**config.mk**
```make
export PLATFORM = sky130hd
export DESIGN_NAME = sha_round_ctrl
export DESIGN_NICKNAME = d
export VERILOG_FILES = /design/src/rtl/sha_round_ctrl.sv
export SDC_FILE = /design/constraint.sdc
export NUM_CORES = 1
export LEC_CHECK = 0
export BUFFER_PORTS_ARGS = -buffer_cell sky130_fd_sc_hd__clkbuf_2
export CORE_UTILIZATION = 44
export DETAILED_ROUTE_END_ITERATION = 8
export PLACE_DENSITY = 0.72
export SLEW_MARGIN = 20
export SYNTH_ARGS = -nofsm -noshare
export SYNTH_HDL_FRONTEND = slang
export SYNTH_SLANG_ARGS = --single-unit
```
**constraint.sdc**
```tcl
create_clock -name clk -period 1.31 [get_ports clk]
set_input_delay 0.0655 -clock clk [delete_from_list [all_inputs] [get_ports clk]]
set_output_delay 0.0655 -clock clk [all_outputs]
set_load 0.1 [all_outputs]
```
**src/rtl/sha_round_ctrl.sv**
```systemverilog
// Sequencing controller for a SHA-256 compression core: accepts message blocks,
// steps the 64 rounds, chains hashes across blocks and hands off the digest.
module sha_round_ctrl (
  input  logic       clk,
  input  logic       rst_n,
  input  logic       blk_valid,
  output logic       blk_ready,
  input  logic       blk_first,
  input  logic       blk_last,
  output logic       round_init,
  input  logic [5:0] round_in,
  input  logic       round_last,
  output logic       core_load,
  output logic       core_iv_sel,
  output logic       core_rnd_en,
  output logic       core_add,
  output logic       dig_valid,
  input  logic       dig_ready,
  output logic       busy,
  output logic       err
);

  localparam logic [5:0] LAST_FLAG_RND = 6'd62;

  typedef enum logic [2:0] {
    IDLE = 3'd0,
    LOAD = 3'd1,
    RUN  = 3'd2,
    ADD  = 3'd3,
    DONE = 3'd4
  } state_t;

  state_t     state;
  state_t     state_nxt;
  logic       first_q;
  logic       last_q;
  logic       fin_q;
  logic       chain_q;
  logic [5:0] sh;
  logic       accept;
  logic       rnd_err;

  assign accept = (state == IDLE) && blk_valid;

  // Shadow counter cross-checks the external round counter every RUN cycle.
  assign rnd_err = (state == RUN) &&
                   ((round_in != sh) || (round_last && (sh != LAST_FLAG_RND)));

  always_ff @(posedge clk or negedge rst_n) begin
    if (!rst_n) state <= IDLE;
    else        state <= state_nxt;
  end

  always_comb begin
    state_nxt = state;
    case (state)
      IDLE:    if (blk_valid) state_nxt = LOAD;
      LOAD:    state_nxt = RUN;
      RUN:     if (fin_q) state_nxt = ADD;
      ADD:     state_nxt = last_q ? DONE : IDLE;
      DONE:    if (dig_ready) state_nxt = IDLE;
      default: state_nxt = IDLE;
    endcase
  end

  always_comb begin
    blk_ready   = (state == IDLE);
    round_init  = (state != RUN);
    core_load   = (state == LOAD);
    core_iv_sel = (state == LOAD) && first_q;
    core_rnd_en = (state == RUN);
    core_add    = (state == ADD);
    dig_valid   = (state == DONE);
    busy        = (state != IDLE);
  end

  always_ff @(posedge clk or negedge rst_n) begin
    if (!rst_n) begin
      first_q <= 1'b0;
      last_q  <= 1'b0;
      fin_q   <= 1'b0;
      chain_q <= 1'b0;
      sh      <= 6'd0;
      err     <= 1'b0;
    end else begin
      if (accept) begin
        first_q <= blk_first;
        last_q  <= blk_last;
        // A fresh message discards any half-finished chain without complaint.
        if (blk_first) chain_q <= 1'b0;
        if (!blk_first && !chain_q) err <= 1'b1;
      end
      if (state == LOAD) sh <= 6'd0;
      if (state == RUN) begin
        sh <= sh + 6'd1;
        // fin_q marks round 63: set on the round_last cycle, cleared on leaving RUN.
        if (fin_q)           fin_q <= 1'b0;
        else if (round_last) fin_q <= 1'b1;
      end
      if (rnd_err) err <= 1'b1;
      if ((state == ADD) && !last_q) chain_q <= 1'b1;
      if ((state == DONE) && dig_ready) chain_q <= 1'b0;
    end
  end

endmodule

```
==> flow_metrics.tcl <==
set metrics [dict create \
    cts_buffers 3 \
    worstMarginPinSlew_ns 0.5391 \
    grt_util_all_layers 0.2637 \
    drc_errors 0 \
    status "complete, but fails checks" \
    p_per_area_nw_per_um2 2986 \
    synth_top_family_by_area "simple AND/OR/NAND/NOR gates" \
    drive_above_1_share 0.6016 \
    grt_max_degree 15 \
    clock_latency_ns 0.29 \
    fill_cells 67 \
    setup-violations-final 21 \
    slew_headroom 0.6421 \
    synth_top_area_share 0.4674 \
    holdPathStages 2 \
    finalWorstSetupSlack_ns -0.3346 \
    synth_cells 74 \
    wl_met3_um 83 \
    ir_worst_vdd_mv 2.126 \
    fin_nets 144 \
    synthDistinctLibCells 28 \
    cp.required_ns 1.24 \
    core_region_area_um2 1541 \
    synthToLayoutAreaGrowth_pct 84.64 \
    crit_type "flop to primary output" \
    stdcell_count 144 \
    max_freq_mhz 608.0 \
    start_util 0.4862 \
    clockBufferDepth 2 \
    routed_via_density 5.611 \
    r2r_end "sh[4]$_DFFE_PN0N_" \
    yosys_warnings 0 \
    port_buffers 21 \
    path_cells "buf_4 > buf_6 > nor3_4 > buf_6 > inv_4 > buf_12" \
    cts_htree_levels 1 \
    synth_seq_cells 14 \
    final_cell_mix "buf_4 (15), clkbuf_2 (13), buf_6 (13), dfrtp_1 (11), buf_12 (8)" \
    hold_ws_ns 0.007524 \
    layout_commonest_cell "buf_4" \
    r2r_cells 6 \
    yosys.area_share.simple 0.1886 \
    grt-ovfl-total 0 \
    gp_congestion 0.8044 \
    cts-root-buf "clkbuf_4" \
    p_total_uw 4132 \
    cap_violations 0 \
    muxShareOfSynthArea 0.02838 \
    antenna_found_initial 0 \
    dr_total_vias 808 \
    cts.sinks 14 \
    die_h_um 43.27 \
    diodes 0 \
    cp_slowest_cell "dfrtp_2" \
    multiInputGateArea_um2 432.9 \
    avgSynthCellArea_um2 10.13 \
    wl_met2_um 1311 \
    wl_met1_um 1171 \
    rsz0062_at_grt "true" \
    drtIter0Drc 25 \
    synth_area_leaders "dfrtp_1 (47%), xor2_1 (5.8%), o21ai_0 (4.7%)" \
    start_kind "flop" \
    crit_fanout 4 \
    place_ws_ns -0.2503 \
    failed_checks "negative setup slack" \
    avgRoutedWirePerCell_um 17.95 \
    detail-route-antenna-nets 0 \
    worstHoldStart "blk_last" \
    finalMaxSlewViolations 0 \
    finalCritPeriodShare 1.255 \
    dp_cells 123 \
    hold_path.class "primary input to flop" \
    hold_viol 0 \
    reg2reg_from "state[2]$_DFFE_PN0P_" \
    total_leakage_power_uw 0.0006572 \
    period_minus_slack_ns 1.645 \
    cts.clk_slew.worst_paths_ns 0.09 \
    cp_common_cell "buf_6" \
    io_pins 22 \
    synth_nets 89 \
    routed_wl_um 2585 \
    final.setup_skew_ns 0.002493 \
    crit_path_end_kind "primary output" \
    synthAdderAreaFrac 0.03339 \
    grt_pass1_vias 777 \
    num_rows 14 \
    critPathMaxStageDelay_ns 0.44 \
    syn_area_um2 749.5 \
    cp.arrival_ns 1.58 \
    hold_path_end "last_q$_DFFE_PN0P_" \
    synthXorXnorAreaFrac 0.08180 \
    highest_layer "met4" \
    dp_hpwl_um 1432 \
    yosysSeqAreaShare 0.4674 \
    cts_tree "done" \
    synth_top_area_cell "dfrtp_1" \
    die_w_um 43.27 \
    regArea_um2 354.1 \
    synth_compound_area_frac 0.1503 \
    grt_pass1_wl_um 3546 \
    startpoint "state[1]$_DFFE_PN0P_" \
    rrSetupSlack_ns -0.28 \
    first_pass_iters 4 \
    die_area_um2 1872 \
]
==> cell families (layout without fill, tap and decap cells) <==
family,after synthesis,in the layout
and+or+nand+nor,27,27
AOI/OAI and AO/OA,14,14
DFF,14,14
buffers and inverters,8,62
xor gates and xnor gates,7,7
adders and majority gates,2,2
muxes,2,2
==> state kept, by name, indices dropped and copies added (netlist names) <==
register,cells
chain_q,1
err,1
fin_q,1
first_q,1
last_q,1
sh,6
state,3
==> power breakdown <==
| group | switching (uW) | internal [uW] |
|---|---|---|
| logic | 1710 | 1360 |
| registers | 140 | 588 |
| clock network | 159 | 169 |
==> critical path, delay by kind of cell (launching register included) <==
| kind | cells | cell delay (ns) |
|---|---|---|
| flip-flops | 1 | 0.44 |
| AND/OR/NAND/NOR | 1 | 0.24 |
| buffers and inverters | 5 | 0.61 |
==> timing repair <==
| item | CTS | global route |
|---|---|---|
| hold buffers | 2 | 0 |
| resized for setup | 18 | 17 |
| setup endpoints to repair | 17 | 19 |
| buffers inserted | 10 | 6 |
| pin swaps | 6 | 13 |
| hold endpoints to repair | 15 | 0 |
==> final cells by class <==
type / count / area share
clock buffer: 4 / 0.02622
inverter: 7 / 0.02622
multi-input combinational: 52 / 0.3128
sequential: 14 / 0.2559
tap: 16 / 0.01447
timing repair buffer: 51 / 0.3644
==> synth_stat cells (all sizes together) <==
library cell  number
nand3              5
o41ai              1
o21ai              8
a22o               1
or3b               2
buf                1
and3b              1
nor3b              1
nor2               2
dfrtp             14
xor2               5
a21oi              1
xnor2              2
and2               1
a22oi              1
ha                 2
mux2               1
mux2i              1
nand2              9
nor4               1
or3                1
a41oi              1
o311ai             1
inv                7
nor3               3
nand4              1
==> layer usage <==
| metal | vias up | GRT usage |
|---|---|---|
| li1 | 370 | - |
| met1 | 408 | 0.3794 |
| met2 | 26 | 0.3881 |
| met3 | 4 | 0.03830 |
| met4 | 0 | 0.1212 |
| met5 | - | 0 |
==> through the flow <==
| step | setup TNS (ns) | instance area [um^2] | utilization |
|---|---|---|---|
| 2_1_floorplan | -6.889 | 795.8 | - |
| 3_3_place_gp | -1.215 | 1124 | 0.7289 |
| 3_5_place_dp | -1.760 | 1124 | 0.7289 |
| 4_1_cts | -2.307 | 1294 | 0.8393 |
| 5_1_grt | -4.638 | 1384 | 0.8977 |
| 6_report | -4.036 | 1384 | 0.8977 |
==> how the worst max path moves through the flow <==
stage                                    to  slack (ns)
after floorplan                        busy       -0.76
after CTS                       core_iv_sel       -0.29
after global routing                   busy       -0.36
after global placement    sh[5]$_DFFE_PN0N_       -0.19
final                                  busy       -0.33
after detailed placement  sh[5]$_DFFE_PN0N_       -0.25
(Power assumes the default switching activity.)
